<file path="config.mk">
export PLATFORM = sky130hd
export DESIGN_NAME = midi_cmd_parser
export DESIGN_NICKNAME = d
export VERILOG_FILES = /design/src/rtl/midi_cmd_parser_pkg.sv /design/src/rtl/midi_cmd_parser_fifo.sv /design/src/rtl/midi_cmd_parser.sv
export SDC_FILE = /design/constraint.sdc
export NUM_CORES = 1
export LEC_CHECK = 0
export ABC_AREA = 0
export CAP_MARGIN = 20
export CORE_UTILIZATION = 45
export DETAILED_ROUTE_END_ITERATION = 16
export PLACE_DENSITY = 0.69
export SLEW_MARGIN = 40
export SYNTH_ARGS = -nofsm -noshare
export SYNTH_HDL_FRONTEND = slang
export SYNTH_SLANG_ARGS = --single-unit
</file>
<file path="constraint.sdc">
create_clock -name clk -period 2.88 [get_ports clk]
set_input_delay 0.576 -clock clk [delete_from_list [all_inputs] [get_ports clk]]
set_output_delay 0.576 -clock clk [all_outputs]
set_load 0.05 [all_outputs]
</file>
<file path="src/rtl/midi_cmd_parser_pkg.sv">
// midi_cmd_parser_pkg: MIDI status nibbles, controller numbers, command words and parser states
package midi_cmd_parser_pkg;

    typedef enum logic [1:0] {IDLE, WAIT_D1, WAIT_D2, SKIP} state_t;

    localparam logic [3:0]  ST_NOTE_OFF      = 4'h8;
    localparam logic [3:0]  ST_NOTE_ON       = 4'h9;
    localparam logic [3:0]  ST_CC            = 4'hB;
    localparam logic [3:0]  ST_PROG          = 4'hC;

    localparam logic [6:0]  CC_ALL_SOUND_OFF = 7'd120;
    localparam logic [6:0]  CC_ALL_NOTES_OFF = 7'd123;

    localparam logic [15:0] CMD_STOP_ALL     = 16'h7F00;
    localparam logic [15:0] CMD_WAVE_SWITCH  = 16'h8000;

endpackage

</file>
<file path="src/rtl/midi_cmd_parser_fifo.sv">
// cmd_fifo: show-ahead command FIFO; a push into a full FIFO is dropped unless a pop frees a slot
module cmd_fifo #(
    parameter int WIDTH = 16,
    parameter int DEPTH = 4
) (
    input  logic             clk,
    input  logic             rst_n,
    input  logic             i_push,
    input  logic [WIDTH-1:0] i_data,
    input  logic             i_pop,
    output logic [WIDTH-1:0] o_data,
    output logic             o_valid,
    output logic             o_drop
);
    localparam int AW = $clog2(DEPTH);

    logic [WIDTH-1:0] r_mem [DEPTH];
    logic [AW-1:0]    r_wr, r_rd;
    logic [AW:0]      r_count;
    logic             w_push, w_pop, w_full;

    assign w_full  = r_count == (AW+1)'(DEPTH);
    assign o_valid = r_count != '0;
    assign w_pop   = i_pop && o_valid;
    assign w_push  = i_push && (!w_full || w_pop);
    assign o_drop  = i_push && w_full && !w_pop;
    assign o_data  = o_valid ? r_mem[r_rd] : '0;

    always_ff @(posedge clk) begin
        if (w_push) r_mem[r_wr] <= i_data;
    end

    always_ff @(posedge clk or negedge rst_n) begin
        if (!rst_n) begin
            r_wr    <= '0;
            r_rd    <= '0;
            r_count <= '0;
        end else begin
            if (w_push) r_wr <= r_wr + 1'b1;
            if (w_pop)  r_rd <= r_rd + 1'b1;
            r_count <= r_count + (AW+1)'(w_push) - (AW+1)'(w_pop);
        end
    end

endmodule

</file>
<file path="src/rtl/midi_cmd_parser.sv">
// midi_cmd_parser: turns a MIDI byte stream into synthesizer command words queued in a FIFO
module midi_cmd_parser
    import midi_cmd_parser_pkg::*;
#(
    parameter int CHANNEL    = 0,
    parameter int OMNI       = 0,
    parameter int FIFO_DEPTH = 4
) (
    input  logic        clk,
    input  logic        rst_n,
    input  logic [7:0]  i_byte,
    input  logic        i_byte_valid,
    output logic [15:0] o_cmd,
    output logic        o_cmd_valid,
    input  logic        i_cmd_ready,
    output logic        o_overflow
);
    state_t      r_state, w_state_nxt;
    logic [3:0]  r_status, w_status_nxt;
    logic [6:0]  r_d1, w_d1_nxt;
    logic [15:0] r_word, w_word;
    logic        r_push, r_overflow, w_emit, w_drop;
    logic [3:0]  w_hi;
    logic        w_accept, w_note_ok, w_stop;

    assign w_hi      = i_byte[7:4];
    assign w_accept  = (OMNI != 0 || i_byte[3:0] == 4'(CHANNEL)) &&
                       (w_hi == ST_NOTE_OFF || w_hi == ST_NOTE_ON || w_hi == ST_CC || w_hi == ST_PROG);
    // note numbers 0 and 127 would alias the reserved control words
    assign w_note_ok = (r_status == ST_NOTE_OFF || r_status == ST_NOTE_ON) && r_d1 != 7'd0 && r_d1 != 7'h7F;
    assign w_stop    = r_status == ST_CC && (r_d1 == CC_ALL_SOUND_OFF || r_d1 == CC_ALL_NOTES_OFF);

    always_comb begin
        w_state_nxt  = r_state;
        w_status_nxt = r_status;
        w_d1_nxt     = r_d1;
        w_emit       = 1'b0;
        w_word       = 16'h0000;
        if (i_byte_valid && i_byte[7:3] != 5'b11111) begin
            if (i_byte[7]) begin
                w_state_nxt  = w_accept ? WAIT_D1 : SKIP;
                w_status_nxt = w_accept ? w_hi : 4'h0;
            end else if (r_state == WAIT_D1) begin
                w_d1_nxt    = i_byte[6:0];
                w_state_nxt = (r_status == ST_PROG) ? WAIT_D1 : WAIT_D2;
                w_emit      = r_status == ST_PROG;
                w_word      = CMD_WAVE_SWITCH;
            end else if (r_state == WAIT_D2) begin
                w_state_nxt = WAIT_D1;
                w_emit      = w_note_ok || w_stop;
                w_word      = w_stop ? CMD_STOP_ALL
                                     : {r_status == ST_NOTE_ON && i_byte[6:0] != 7'd0, r_d1, i_byte};
            end
        end
    end

    always_ff @(posedge clk or negedge rst_n) begin
        if (!rst_n) begin
            r_state    <= IDLE;
            r_status   <= 4'h0;
            r_d1       <= 7'd0;
            r_push     <= 1'b0;
            r_word     <= 16'h0000;
            r_overflow <= 1'b0;
        end else begin
            r_state    <= w_state_nxt;
            r_status   <= w_status_nxt;
            r_d1       <= w_d1_nxt;
            r_push     <= w_emit;
            r_word     <= w_word;
            r_overflow <= r_overflow | w_drop;
        end
    end

    cmd_fifo #(.WIDTH(16), .DEPTH(FIFO_DEPTH)) u_fifo (
        .clk     (clk),
        .rst_n   (rst_n),
        .i_push  (r_push),
        .i_data  (r_word),
        .i_pop   (i_cmd_ready),
        .o_data  (o_cmd),
        .o_valid (o_cmd_valid),
        .o_drop  (w_drop)
    );

    assign o_overflow = r_overflow;

endmodule

</file>
## Yosys cells after proc, flatten, opt, wreduce, memory -nomap -nowiden

Memories as Yosys holds them, arrays and structs flattened.
Index checks and enable logic that the tools add are counted.

- Bits in registers: 38
- Latch bits: 0
- Memory bits (writable): 64
- ROM bits: 0
- Input bits: 12
- Output and inout bits: 18
- Word-level logic and storage cells: 76
- Memories kept: 1

- Add/sub/neg operators: 4
- $mul: 0
- Divide/modulo/power cells: 0
- Magnitude comparators: 0
- Equal/unequal tests: 15
- Shifts and indexed selects: 0
- Multiplexer cells: 18
- Bitwise logic cells: 2
- Reductions and logical operators: 27

Memory list:

| memory | words | bits a word | read ports | clocked after Yosys merged registers in | wr ports | line | text |
|---|---|---|---|---|---|---|---|
| u_fifo.r_mem | 4 | 16 | 1 | 0 | 1 | midi_cmd_parser_fifo.sv:17 | `logic [WIDTH-1:0] r_mem [DEPTH];` |

Operators by type and width:

| operator | number |
|---|---|
| $mux 16 | 6 |
| $eq 4x4->1 const B | 8 |
| $eq 7x7->1 const B | 2 |
| $reduce_bool 7->1 | 2 |
| $logic_and 1x1->1 | 10 |
| $mux 2 | 5 |
| $logic_or 1x1->1 | 7 |
| $ne 7x7->1 const B | 1 |
| $mux 1 | 6 |
| $reduce_bool 3->1 | 2 |
| $ne 5x5->1 const B | 1 |
| $add 2x1->2 const B | 2 |
| $logic_not 4->1 | 1 |
| $mux 4 | 1 |
| $reduce_and 2->1 | 2 |
| $add 3x1->3 | 1 |
| $eq 3x3->1 const B | 1 |
| $reduce_and 3->1 | 1 |
| $sub 3x1->3 | 1 |
| $eq 2x1->1 const B | 1 |
| $eq 2x2->1 const B | 1 |
| $logic_not 1->1 | 2 |
| $not 1->1 | 1 |
| $or 1x1->1 | 1 |

## Logic depth before layout (Yosys ltp)

- Depth after elaboration: 9
- Gate-level depth with buffers: 10
- Mapped depth without buffers: 9

## Hierarchy

Synthesis repeated with hierarchy kept, for this count alone.

- Cell total of the unflattened synthesis: 230
- Area, all modules: 4,075.2 um^2

Modules (own cells, without submodules):

| module | times used | cells an instance | area each (um^2) | seq. area each (um^2) |
|---|---|---|---|---|
| cmd_fifo | 1 | 138 | 2,874.0 | 2,097.0 |
| midi_cmd_parser | 1 | 92 | 1,201.2 | 750.7 |

## Worst setup path after synthesis

No wires, ideal clock.

- Kind: flip-flop to output port
- Start point: register u_fifo.r_count[1]
- End point: output port o_cmd[10]
- Data arrival time: 1.821 ns
- Required time: 2.304 ns
- Setup slack: 0.483 ns
- Stages on the path, launching flop included: 5
- Path through: dfrtp_1 -> or3_1 -> clkbuf_1 -> clkbuf_1 -> and2_1

- Cells in the longest elaborated chain, start to end: 2

Ends and longest elaborated chain:

| element | line | text |
|---|---|---|
| from (decl) | midi_cmd_parser_fifo.sv:19 | `logic [AW:0] r_count;` |
| from (signal assigned) | midi_cmd_parser_fifo.sv:41 | `r_count <= r_count + (AW+1)'(w_push) - (AW+1)'(w_pop);` |
| $reduce_bool 3->1 | midi_cmd_parser_fifo.sv:23 | `assign o_valid = r_count != '0;` |
| via o_cmd_valid | midi_cmd_parser.sv:14 | `output logic o_cmd_valid,` |
| $mux 16 | midi_cmd_parser_fifo.sv:27 | `assign o_data = o_valid ? r_mem[r_rd] : '0;` |
| to (decl) | midi_cmd_parser.sv:13 | `output logic [15:0] o_cmd,` |

The timed path passes the listed nets, and every way through them passes these cells.

## Final worst setup path

- Start point: register u_fifo.r_count[2]
- End point: output port o_cmd_valid

- Cells in the longest elaborated chain, start to end: 1

Ends and longest elaborated chain:

| element | line |
|---|---|
| $reduce_bool 3->1 | midi_cmd_parser_fifo.sv:23 |
| to (decl) | midi_cmd_parser.sv:14 |

Every way passes these cells.

==> run_results.csv <==
group,metric,value,unit
synthesis,muxShareOfSynthArea,0.1154,
floorplan,num_io_pins,30,
finish,synthToLayoutAreaGrowth,14.12,%
drt,wire_per_inst,16.88,um
drt,drt-vias-per-instance,5.318,
synthesis,synth_compound_area_frac,0.04448,
grt,grt_pass1_vias,1941,
placement,placed_cell_area,4385,sq um
synthesis,synth_simple_gate_area_share,0.09860,
status,status,"complete, no violations",
clocking,cts_buffer_depth,2,
clocking,htreeDepth,3,
synthesis,synthCells,230,
sta,fin_skew,0.01294,ns
floorplan,fp.coreArea,8678,sq um
drt,vias,2021,
placement,numPortBuffers,28,
job,maxCapViolations,0,
power,p_per_area,866.1,nW/um^2
power,clkPwrFrac,0.216,
placement,gp_congestion,0.7837,
sta,period_minus_slack,2.532,ns
synthesis,synth_fa_ha_area_frac,0.02364,
worst_setup_path,startpoint_type,"flip-flop",
clocking,cts_resized,0,
sta,post-route-period-util,0.8793,
grt,overflow,0,
clocking,cts_hold_buf,0,
synthesis,synth_cell_types,50,
finish,final_util,0.5290,
sta,rsz0062_at_grt,"false",
grt,grt_pass1_wl,9.742,mm
synthesis,synth_area,4023,sq um
synthesis,synth-edff-count,60,
power,cell_internal_pwr,0.002499,W
clocking,clk_pin_slew,0.10,ns
synthesis,synth_top_family_by_area,"multiplexers",
finish,drive_above_1_share,0.2316,
finish,fill_cells,727,
synthesis,synth_area_leaders,"edfxtp_1 (45%), dfrtp_1 (23%), and2_1 (4.8%), mux4_1 (4.6%), mux4_2 (4.5%)",
worst_setup_path,critPathRequiredTime,2.30,ns
power,switchingPower,0.001478,W
synthesis,yosysWarnings,0,
placement,pre_cts_ws,0.2257,ns
grt,track_usage,0.1484,
drt,drtAntennaViolNets,0,
worst_setup_path,critPathKind,"flip-flop to primary output",
worst_hold_path,hold_class,"input pin to asynchronous set/reset pin",
clocking,clock_latency,0.36,ns
synthesis,ys_ff_latch,97,
power,p_leak,1.815,nW
floorplan,die_x,96.55,um
synthesis,synth_xor_xnor_area_share,0.01306,
power,pwr-share-comb,0.360,
sta,relSlewSlack,0.6186,
synthesis,synth_top_area_share,0.4479,
worst_setup_path,end_kind,"primary output",
synthesis,syn_nets,249,
sta,fmax,394.9,MHz
drt,remaining_drc_errors,0,
clocking,cts.sinks,97,
synthesis,synth-seq-area-share,0.6781,
grt,antenna_found_initial,0,
synthesis,synth_commonest_cells,"edfxtp_1 (60), dfrtp_1 (37), and2_1 (31)",
worst_setup_path,critPathMaxFanout,3,
sta,tightest_slew,0.5669,ns
synthesis,synthFlopType,"edfxtp_1",
sta,hold_viol_final,0,
drt,firstDrtPassIters,4,
floorplan,die_area,9321,sq um
floorplan,fp.dieH,96.55,um
power,seqPwrFrac,0.424,
power,total_power,0.003976,W
drt,first_iter_violations,79,
synthesis,synthArstFlopShare,0.3814,
power,vdd_drop_max,0.2762,mV
sta,final_max_slew_viol_count,0,
clocking,root_buffer,"clkbuf_8",
synthesis,syn_avg_cell_area,17.49,sq um
clocking,post_cts_buffers,0,
finish,final_nets,286,
placement,dpl.hpwl,4.410,mm
floorplan,initial_core_util,0.4635,
drt,wirelength,6.415,mm
clocking,cts_tree,"done",
clocking,cts_buffers,9,
power,sw_frac_of_total,0.3716,
worst_setup_path,cp.arrival,1.96,ns
synthesis,synth.most_common_cell,"edfxtp_1",
grt,grt_max_degree,38,
finish,stdcell_area,4591,sq um
sta,fin_tns_setup,0,ns
floorplan,rows,34,
sta,setup_violations,0,
finish,diodes,0,
sta,worst_slack,0.3477,ns
synthesis,synth_top_area_cell,"edfxtp_1",
## worst max-delay path: stages (launching register included)
cell and delay (ns):
dfrtp_1 0.41, or3_1 0.42, clkdlybuf4s50_1 0.76
## worst paths after layout
| path | start | slack, ns | end | cells after the start |
|---|---|---|---|---|
| setup / recovery | u_fifo.r_count[2] | 0.35 | o_cmd_valid | 2 |
| hold / removal | rst_n | 0.17 | u_fifo.r_count[1] | 1 |
| setup reg to reg | u_fifo.r_count[2] | 0.56 | u_fifo.r_count[2] | 9 |
| hold reg to reg | o_overflow | 0.47 | o_overflow | 1 |
| max in group asynchronous | rst_n | 2.39 | r_word[11] | 1 |
| min in group clk | o_overflow | 0.47 | o_overflow | 1 |
## state kept, by name (all words and copies together), names as in the netlist
name,count
u_fifo.r_mem,60
r_word,15
r_d1,7
r_status,4
u_fifo.r_count,3
r_state,2
u_fifo.r_rd,2
u_fifo.r_wr,2
o_overflow,1
r_push,1
## placed cells by master (no fill, tap or decap), drive strengths merged, types with 4 or more instances in the layout
master	netlist	final
edfxtp	60	60
mux2	8	8
clkbuf	3	9
inv	7	11
mux4	15	15
o21a	4	4
dfrtp	37	37
clkdlybuf4s50	0	12
and2	31	31
ha	6	6
xnor2	4	4
buf	8	25
## metal layers
metal | global-route usage | up-vias | wire length, um
met5 | 0 | - | 0
met4 | 0.06985 | 0 | 117
met3 | 0.02582 | 10 | 199
met1 | 0.1930 | 1014 | 2929
li1 | - | 956 | -
met2 | 0.2430 | 41 | 3169
## logic make-up after synthesis
family / count (synthesis)
multiplexers: 24
buffers and inverters: 18
AND/OR/NAND/NOR: 57
AO/OA/AOI/OAI: 20
flip-flops: 97
adder cells (fa/ha/maj): 7
XOR/XNOR: 6
other: 1
## metrics by stage
step / instances / hold slack [ns]
detailed placement: 364 / 0.4468
global route: 380 / 0.1962
CTS: 380 / 0.3354
floorplan: 230 / 0.2804
global placement: 364 / 0.4438
finish: 380 / 0.1687
## power groups by stage
| stage | clock (W) | sequential, W | combinational (W) |
|---|---|---|---|
| floorplan | 0 | 0.00167 | 0.00114 |
| global placement | 0 | 0.00171 | 0.00144 |
| detailed placement | 0 | 0.00172 | 0.00146 |
| CTS | 0.000885 | 0.00169 | 0.00146 |
| global route | 0.000924 | 0.00170 | 0.00153 |
| finish | 0.000858 | 0.00169 | 0.00143 |
## area by class of cell
class / count / area, sq um / area share
Clock buffer: 9 / 123.9 / 0.02698
Multi-Input combinational cell: 115 / 1191 / 0.2595
Tap cell: 108 / 135.1 / 0.02944
Inverter: 7 / 26.28 / 0.005724
Clock inverter: 7 / 78.83 / 0.01717
Sequential cell: 97 / 2728 / 0.5942
Timing Repair Buffer: 37 / 307.8 / 0.06705
(Power assumes the default switching activity.)
